===== config.mk =====
export PLATFORM = sky130hd
export DESIGN_NAME = puf_eval_sequencer
export DESIGN_NICKNAME = d
export VERILOG_FILES = /design/src/rtl/puf_eval_sequencer.sv
export SDC_FILE = /design/constraint.sdc
export NUM_CORES = 1
export LEC_CHECK = 0
export ABC_AREA = 1
export CAP_MARGIN = 40
export CORE_ASPECT_RATIO = 2
export CORE_MARGIN = 3
export CORE_UTILIZATION = 60
export CTS_BUF_LIST = sky130_fd_sc_hd__clkbuf_4 sky130_fd_sc_hd__clkbuf_8
export DETAILED_ROUTE_END_ITERATION = 8
export PLACE_DENSITY = 0.85
export SLEW_MARGIN = 20
export SYNTH_ARGS = -nofsm -noshare
export SYNTH_HDL_FRONTEND = slang
export SYNTH_SLANG_ARGS = --single-unit

===== constraint.sdc =====
create_clock -name clk -period 2.95 [get_ports clk]
set_input_delay 0.59 -clock clk [delete_from_list [all_inputs] [get_ports clk]]
set_output_delay 0.59 -clock clk [all_outputs]
set_load 0.03 [all_outputs]

===== src/rtl/puf_eval_sequencer.sv =====
// Arbiter-PUF evaluation sequencer: per-bit challenge setup,
// repeated race pulses, synchronised sampling and majority voting.
module puf_eval_sequencer #(
    parameter int C_LENGTH   = 8,
    parameter int N_BITS     = 8,
    parameter int REPEAT     = 3,
    parameter int SETTLE_CYC = 4,
    parameter int PULSE_CYC  = 2
) (
    input  logic                clk,
    input  logic                rst,
    input  logic                i_start,
    input  logic [C_LENGTH-1:0] i_seed,
    output logic                o_busy,
    output logic                o_pulse,
    output logic [C_LENGTH-1:0] o_challenge,
    input  logic                i_response,
    output logic                o_valid,
    input  logic                i_ready,
    output logic [N_BITS-1:0]   o_response,
    output logic                o_unstable
);

    localparam int CNT_MAX = (SETTLE_CYC > PULSE_CYC) ? SETTLE_CYC : PULSE_CYC;
    localparam int CNT_W   = $clog2(CNT_MAX);
    localparam int REP_W   = $clog2(REPEAT + 1);
    localparam int K_W     = (N_BITS > 1) ? $clog2(N_BITS) : 1;

    typedef enum logic [2:0] {
        S_IDLE,
        S_SETUP,
        S_PULSE_HI,
        S_PULSE_LO,
        S_SAMPLE,
        S_VOTE,
        S_OUTPUT
    } state_t;

    state_t              state_q;
    logic [C_LENGTH-1:0] seed_q;
    logic [K_W-1:0]      k_q;
    logic [CNT_W-1:0]    cnt_q;
    logic [REP_W-1:0]    rep_q;
    logic [REP_W-1:0]    ones_q;
    logic [N_BITS-1:0]   word_q;
    logic                unst_q;
    logic                load_q;
    logic                sync1_q;
    logic                sync2_q;

    logic [REP_W-1:0]    rep_d;
    logic [REP_W-1:0]    ones_d;
    logic [K_W-1:0]      k_d;
    logic                vote_d;
    logic                mixed_d;
    logic [N_BITS-1:0]   word_d;

    // Vote arithmetic and next-bit index for the current evaluation.
    always_comb begin
        rep_d         = rep_q + REP_W'(1);
        ones_d        = ones_q + REP_W'(sync2_q);
        k_d           = k_q + K_W'(1);
        vote_d        = ones_q > REP_W'(REPEAT / 2);
        mixed_d       = (ones_q != '0) && (ones_q != REP_W'(REPEAT));
        word_d        = word_q;
        word_d[k_q]   = vote_d;
    end

    // Sequencer FSM with registered outputs and response synchroniser.
    always_ff @(posedge clk) begin
        if (rst) begin
            state_q     <= S_IDLE;
            seed_q      <= '0;
            k_q         <= '0;
            cnt_q       <= '0;
            rep_q       <= '0;
            ones_q      <= '0;
            word_q      <= '0;
            unst_q      <= 1'b0;
            load_q      <= 1'b0;
            sync1_q     <= 1'b0;
            sync2_q     <= 1'b0;
            o_busy      <= 1'b0;
            o_pulse     <= 1'b0;
            o_challenge <= '0;
            o_valid     <= 1'b0;
            o_response  <= '0;
            o_unstable  <= 1'b0;
        end else begin
            sync1_q <= i_response;
            sync2_q <= sync1_q;
            unique case (state_q)
                S_IDLE: begin
                    if (i_start) begin
                        seed_q  <= i_seed;
                        k_q     <= '0;
                        cnt_q   <= '0;
                        rep_q   <= '0;
                        ones_q  <= '0;
                        word_q  <= '0;
                        unst_q  <= 1'b0;
                        load_q  <= 1'b1;
                        o_busy  <= 1'b1;
                        state_q <= S_SETUP;
                    end
                end
                S_SETUP: begin
                    // First bit: the captured seed reaches the pins one
                    // cycle late, so settling starts after that load.
                    if (load_q) begin
                        o_challenge <= seed_q;
                        load_q      <= 1'b0;
                    end else if (cnt_q == CNT_W'(SETTLE_CYC - 1)) begin
                        cnt_q   <= '0;
                        o_pulse <= 1'b1;
                        state_q <= S_PULSE_HI;
                    end else begin
                        cnt_q <= cnt_q + CNT_W'(1);
                    end
                end
                S_PULSE_HI: begin
                    if (cnt_q == CNT_W'(PULSE_CYC - 1)) begin
                        cnt_q   <= '0;
                        o_pulse <= 1'b0;
                        state_q <= S_PULSE_LO;
                    end else begin
                        cnt_q <= cnt_q + CNT_W'(1);
                    end
                end
                S_PULSE_LO: begin
                    if (cnt_q == CNT_W'(SETTLE_CYC - 1)) begin
                        cnt_q   <= '0;
                        state_q <= S_SAMPLE;
                    end else begin
                        cnt_q <= cnt_q + CNT_W'(1);
                    end
                end
                S_SAMPLE: begin
                    ones_q <= ones_d;
                    rep_q  <= rep_d;
                    if (rep_d < REP_W'(REPEAT)) begin
                        o_pulse <= 1'b1;
                        state_q <= S_PULSE_HI;
                    end else begin
                        state_q <= S_VOTE;
                    end
                end
                S_VOTE: begin
                    word_q <= word_d;
                    unst_q <= unst_q | mixed_d;
                    ones_q <= '0;
                    rep_q  <= '0;
                    if (k_q == K_W'(N_BITS - 1)) begin
                        o_response <= word_d;
                        o_unstable <= unst_q | mixed_d;
                        o_valid    <= 1'b1;
                        state_q    <= S_OUTPUT;
                    end else begin
                        k_q         <= k_d;
                        o_challenge <= seed_q + C_LENGTH'(k_d);
                        cnt_q       <= '0;
                        state_q     <= S_SETUP;
                    end
                end
                S_OUTPUT: begin
                    if (i_ready) begin
                        o_valid <= 1'b0;
                        o_busy  <= 1'b0;
                        state_q <= S_IDLE;
                    end
                end
                default: begin
                    state_q <= S_IDLE;
                end
            endcase
        end
    end

endmodule


==> impl_metrics.tcl, run 1 <==
set metrics [dict create \
    die_x_um 52.7 \
    rows 33 \
    grt_setup_unrepaired "false" \
    core-area_sq_um 4170 \
    place_congestion 0.810 \
    ys_types 35 \
    vias_per_cell 5.32 \
    startpoint_type "register" \
    die_h_um 99.4 \
    place_hpwl_mm 4.33 \
    firstDrtPassIters 4 \
    cts_max_path_buffers 2 \
    ctsHoldBuffers 0 \
    setup_viol 0 \
    diodes 0 \
    clk_pin_slew_ns 0.09 \
    ff2ff_path_depth 10 \
    yosysTopAreaCellShare 0.398 \
    finalSetupTns_ns 0 \
    syn_nets 392 \
    grt_overflow_total 0 \
    hold_depth 2 \
    post_cts_buffers 0 \
    syn_inst 367 \
    power_leakage_uw 0.00133 \
    ys_seq_elements 52 \
    wl_per_cell_um 12.9 \
    die_area_sq_um 5230 \
    worstPathArrival_ns 2.27 \
    cts_buffers 5 \
    slew_viol_final 0 \
    status "finished, final reports clean" \
    grt_pass1_wl_mm 9.98 \
    grt_pass1_vias 2311 \
    worstHoldStart "sync1_q" \
    slew_headroom 0.528 \
    clock_sinks 52 \
    timing.rr.start "k_q[1]" \
    syn_area_sq_um 2620 \
    ios 33 \
    worst_pin_slew_ns 0.708 \
    io_buffers 32 \
    antenna_found_initial 0 \
    drtIter0Drc 76 \
    power_density_nw_per_um2 655 \
    vias 2387 \
    final-hold-violation-count 0 \
    track_usage 0.250 \
    path_class "reg -> reg" \
    cp_max_fo 8 \
    required_ns 3.16 \
    post-route-period-util 0.698 \
    cp-end-kind "register" \
    p_total_uw 1990 \
    ir_drop_v 0.000556 \
    grt_max_degree 29 \
    ant_nets 0 \
    clock_latency_ns 0.30 \
    max_freq_mhz 486 \
    drc 0 \
    finalCriticalPeriod_ns 2.06 \
    avgSynthCellArea_sq_um 7.13 \
    cts_tree "done" \
    cts_resized 0 \
    syn2layout_area_growth_pct 16.1 \
    start_util 0.627 \
    cts-root-buf "clkbuf_8" \
    yosysWarnings 0 \
    drv_cap 0 \
    wirelength_mm 5.77 \
    synth_area_leaders "dfxtp_1, nand2_1, o21ai_0, a21oi_1, inv_1" \
    num-nets-final 421 \
    finalClockSkew_ns 0.00433 \
    drive_above_1_share 0.0806 \
    fillCellCount 332 \
    cp-startpoint "k_q[1]" \
    min_path_type "reg -> reg" \
    synth.yosys.seq_area_share 0.398 \
    htree_num_levels 2 \
    synth_top_cell_by_area "dfxtp_1" \
]
[cell usage after synthesis]
| cell | instances |
|---|---|
| nand2_2 | 3 |
| ha_1 | 11 |
| buf_1 | 1 |
| inv_2 | 4 |
| nor2_1 | 37 |
| a21oi_2 | 2 |
| xnor2_1 | 1 |
| and2_0 | 1 |
| a32oi_1 | 1 |
| nand3_2 | 1 |
| o21ai_0 | 39 |
| nor2_4 | 1 |
| buf_4 | 1 |
| nand2_1 | 77 |
| fa_1 | 1 |
| nor3_1 | 1 |
| nand3_1 | 21 |
| nor2_8 | 1 |
| buf_2 | 4 |
| nor2_2 | 2 |
| o21ai_2 | 2 |
| o22ai_1 | 3 |
| o21ai_1 | 1 |
| or2_2 | 3 |
| clkbuf_1 | 3 |
| nand2_4 | 2 |
| nand4_1 | 3 |
| a31oi_1 | 1 |
| nand3b_1 | 1 |
| inv_4 | 1 |
| buf_6 | 3 |
| a21oi_1 | 35 |
| xor2_1 | 1 |
| inv_1 | 46 |
| dfxtp_1 | 52 |
[state kept, by name, indices dropped and copies added, names as in the netlist]
register,count
o_challenge,8
o_response,8
seed_q,8
word_q,8
k_q,3
state_q,3
cnt_q,2
ones_q,2
rep_q,2
load_q,1
o_busy,1
o_pulse,1
o_unstable,1
o_valid,1
sync1_q,1
sync2_q,1
unst_q,1
[where the power goes]
group          total [uW]  internal [uW]  switching [uW]
registers             883            796            87.5
clock network         438            210             228
logic                 667            239             428
[layout by cell type (no fill, tap or decap), types with 3 or more instances in the layout]
cell type,synthesis,layout
a21oi_1,35,35
nand3_1,21,21
dfxtp_1,52,52
inv_2,4,4
nor2_1,37,37
clkbuf_8,0,6
inv_1,46,46
nand4_1,3,3
clkdlybuf4s50_1,0,32
o21ai_0,39,39
ha_1,11,11
or2_2,3,3
nand2_1,77,77
nand2_2,3,3
o22ai_1,3,3
[cell families after synthesis]
logic type,synth area share
DFF,0.398
xor gates and xnor gates,0.00670
AOI/OAI and AO/OA,0.170
and+or+nand+nor,0.262
adders and majority gates,0.0603
buffers and inverters,0.103
[final timing paths]
kind / end / slack [ns]
setup / recovery: o_challenge[3] / 0.89
hold / removal: sync2_q / 0.41
hold reg to reg: sync2_q / 0.41
setup reg to reg: o_challenge[3] / 0.89
[worst max-delay path, stage by stage (launching register included)]
cell and delay [ns]:
dfxtp_1 0.47, ha_1 0.20, ha_1 0.24, ha_1 0.35, nand3_1 0.09, nand3_1 0.19, nand2_1 0.10, nand2_1 0.08
nand2_1 0.04, o21ai_0 0.14, inv_1 0.06
[cell type report]
type	count	area, sq um	area share
sequential	52	1040	0.343
inverter	51	194	0.0639
timing repair buffer	34	335	0.110
clock buffer	8	97.6	0.0321
tap	52	65.1	0.0214
multi-input combinational	252	1300	0.429
[metrics by stage]
stage | cell area (sq um) | hold WS, ns | setup slack, ns | util | std cells
2_1_floorplan | 2620 | 0.388 | 1.14 | - | 367
3_3_place_gp | 2940 | 0.390 | 0.941 | 0.705 | 441
3_5_place_dp | 2940 | 0.401 | 0.903 | 0.705 | 441
4_1_cts | 3040 | 0.414 | 0.890 | 0.728 | 449
5_1_grt | 3040 | 0.443 | 0.642 | 0.728 | 449
6_report | 3040 | 0.412 | 0.890 | 0.728 | 449
[per-layer routing]
| metal | global-route usage | routed length [um] | up-vias |
|---|---|---|---|
| li1 | - | - | 1228 |
| met5 | 0 | 0 | - |
| met1 | 0.258 | 2260 | 1103 |
| met3 | 0.0345 | 208 | 9 |
| met4 | 0.108 | 133 | 0 |
| met2 | 0.471 | 3170 | 47 |
Note: power is estimated with default switching activity, not from simulation.
==> run 2: changes to the inputs <==
--- a/config.mk
+++ b/config.mk
@@ -9,10 +9,10 @@
 export CAP_MARGIN = 40
 export CORE_ASPECT_RATIO = 2
 export CORE_MARGIN = 3
-export CORE_UTILIZATION = 60
+export CORE_UTILIZATION = 52
 export CTS_BUF_LIST = sky130_fd_sc_hd__clkbuf_4 sky130_fd_sc_hd__clkbuf_8
 export DETAILED_ROUTE_END_ITERATION = 8
-export PLACE_DENSITY = 0.85
+export PLACE_DENSITY = 0.79
 export SLEW_MARGIN = 20
 export SYNTH_ARGS = -nofsm -noshare
 export SYNTH_HDL_FRONTEND = slang
==> constraint.sdc (replaced) <==
create_clock -name clk -period 1.7 [get_ports clk]
set_input_delay 0.34 -clock clk [delete_from_list [all_inputs] [get_ports clk]]
set_output_delay 0.34 -clock clk [all_outputs]
set_load 0.03 [all_outputs]
==> run 2 against run 1 <==
  * The flow now finishes with violations (negative setup slack)
  * First-iteration DRC count decreased by 14%
  * Non-clock buffer count rose by 13
  * Wire length is 9.8% higher
  * Final cell count up 3.6%
  * Die area rose by 14%
  * Sequential power is 73% higher
  * Worst hold slack got worse by 0.0040 ns
  * Flip-flop and latch count unchanged
  * Critical path depth down 1
  * Design area is 7.4% higher
  * Critical endpoint is now o_challenge[4]
==> impl_metrics.tcl, run 2 (same netlist as run 1, synthesis figures left out) <==
set metrics [dict create \
    io_buffers 32 \
    track_usage 0.224 \
    die_area_sq_um 5970 \
    required_ns 1.90 \
    antenna_found_initial 0 \
    cts_max_path_buffers 2 \
    dp_slack_ns -0.0967 \
    ir_drop_v 0.000809 \
    status "finished, violations left" \
    ant_nets 0 \
    finalSetupTns_ns -0.0395 \
    die_x_um 56.1 \
    grt_pass1_wl_mm 10.7 \
    firstDrtPassIters 4 \
    grt_setup_unrepaired "true" \
    syn2layout_area_growth_pct 24.7 \
    mostFrequentLayoutCells "nand2_1, dfxtp_1, inv_1" \
    max_freq_mhz 575 \
    ctsHoldBuffers 0 \
    grt_pass1_vias 2501 \
    drc 0 \
    wl_per_cell_um 13.6 \
    diodes 0 \
    final_common_cell "nand2_1" \
    slew_headroom 0.740 \
    cts_buffers 5 \
    wirelength_mm 6.34 \
    clock_latency_ns 0.31 \
    place_congestion 0.851 \
    power_density_nw_per_um2 1110 \
    rows 35 \
    min_path_type "reg -> reg" \
    vias 2467 \
    worstPathArrival_ns 1.94 \
    grt_max_degree 29 \
    slew_viol_final 0 \
    ios 33 \
    place_hpwl_mm 4.68 \
    core-area_sq_um 4730 \
    layout_setup_ws_ns -0.0387 \
    vias_per_cell 5.31 \
    cts-root-buf "clkbuf_8" \
    die_h_um 106 \
    finalCriticalPeriod_ns 1.74 \
    startpoint_type "register" \
    post-route-period-util 1.02 \
    htree_num_levels 2 \
    clock_sinks 52 \
    drive_above_1_share 0.151 \
    regArea_sq_um 1050 \
    clk_pin_slew_ns 0.10 \
    finalClockSkew_ns 0.00571 \
    power_leakage_uw 0.00152 \
    drtIter0Drc 65 \
    num-nets-final 434 \
    worst_pin_slew_ns 0.390 \
    cp_max_fo 4 \
    path_class "reg -> reg" \
    violations "negative setup slack" \
    fillCellCount 413 \
    cp-end-kind "register" \
    whs_ns 0.408 \
    setup_viol 2 \
    drv_cap 0 \
    multi_input_area_sq_um 1380 \
    grt_overflow_total 0 \
    final-hold-violation-count 0 \
    cts_tree "done" \
    start_util 0.553 \
]
[run 2: path summary, 6_finish.rpt]
path                               from        endpoint  slack, ns  cells after the start
worst max-delay path             k_q[0]  o_challenge[4]      -0.04                      9
worst min-delay path            sync1_q         sync2_q       0.41                      2
worst max register to register   k_q[0]  o_challenge[4]      -0.04                      9
worst min register to register  sync1_q         sync2_q       0.41                      2
[run 2: cell type report]
| cell class | instances | area share |
|---|---|---|
| Timing Repair Buffer | 47 | 0.142 |
| Multi-Input combinational cell | 252 | 0.423 |
| Inverter | 51 | 0.0595 |
| Sequential cell | 52 | 0.321 |
| Clock buffer | 5 | 0.0211 |
| Clock inverter | 3 | 0.0130 |
| Tap cell | 55 | 0.0211 |
[run 2: timing repair]
item | in CTS | in global routing
hold endpoints to repair | 0 | 0
gates resized for setup | 6 | 21
buffers inserted | 0 | 1
endpoints found under the setup margin | 7 | 22
pin swaps | 1 | 6
[run 2: metal layers]
metal / GRT usage / up-vias / part of all wire
met2: 0.443 / 67 / 0.56
met5: 0 / - / 0
li1: - / 1261 / -
met4: 0.0985 / 0 / 0.032
met1: 0.221 / 1122 / 0.38
met3: 0.0316 / 17 / 0.036
[run 2: critical path: stages (launching register included)]
cell and delay, ns:
dfxtp_4 0.37, ha_4 0.16, ha_4 0.22, ha_4 0.28, nand2_2 0.05, nand2_2 0.06, nand2_2 0.06, nor2_2 0.13
xor2_1 0.19, a21oi_1 0.09
[run 2: power breakdown]
group | switching [uW] | internal (uW) | leakage (uW)
clock network | 413 | 436 | 0.0000541
logic | 788 | 469 | 0.00104
registers | 148 | 1380 | 0.000424
total | 1350 | 2290 | 0.00152
[run 2: metrics by stage]
step           area (sq um)  power, uW  std cells  utilization
3_3_place_gp           3080       2730        456        0.651
3_5_place_dp           3080       2770        456        0.651
5_1_grt                3260       3850        465        0.690
6_report               3260       3630        465        0.690
2_1_floorplan          2650       2410        367            -
4_1_cts                3200       3610        464        0.677
==> run 3: changes to the inputs <==
--- a/config.mk
+++ b/config.mk
@@ -6,7 +6,7 @@
 export NUM_CORES = 1
 export LEC_CHECK = 0
 export ABC_AREA = 1
-export CAP_MARGIN = 40
+export CAP_MARGIN = 0
 export CORE_ASPECT_RATIO = 2
 export CORE_MARGIN = 3
 export CORE_UTILIZATION = 52
==> results of run 3 <==
Final layout, timing and power as in run 2 (identical DEF).
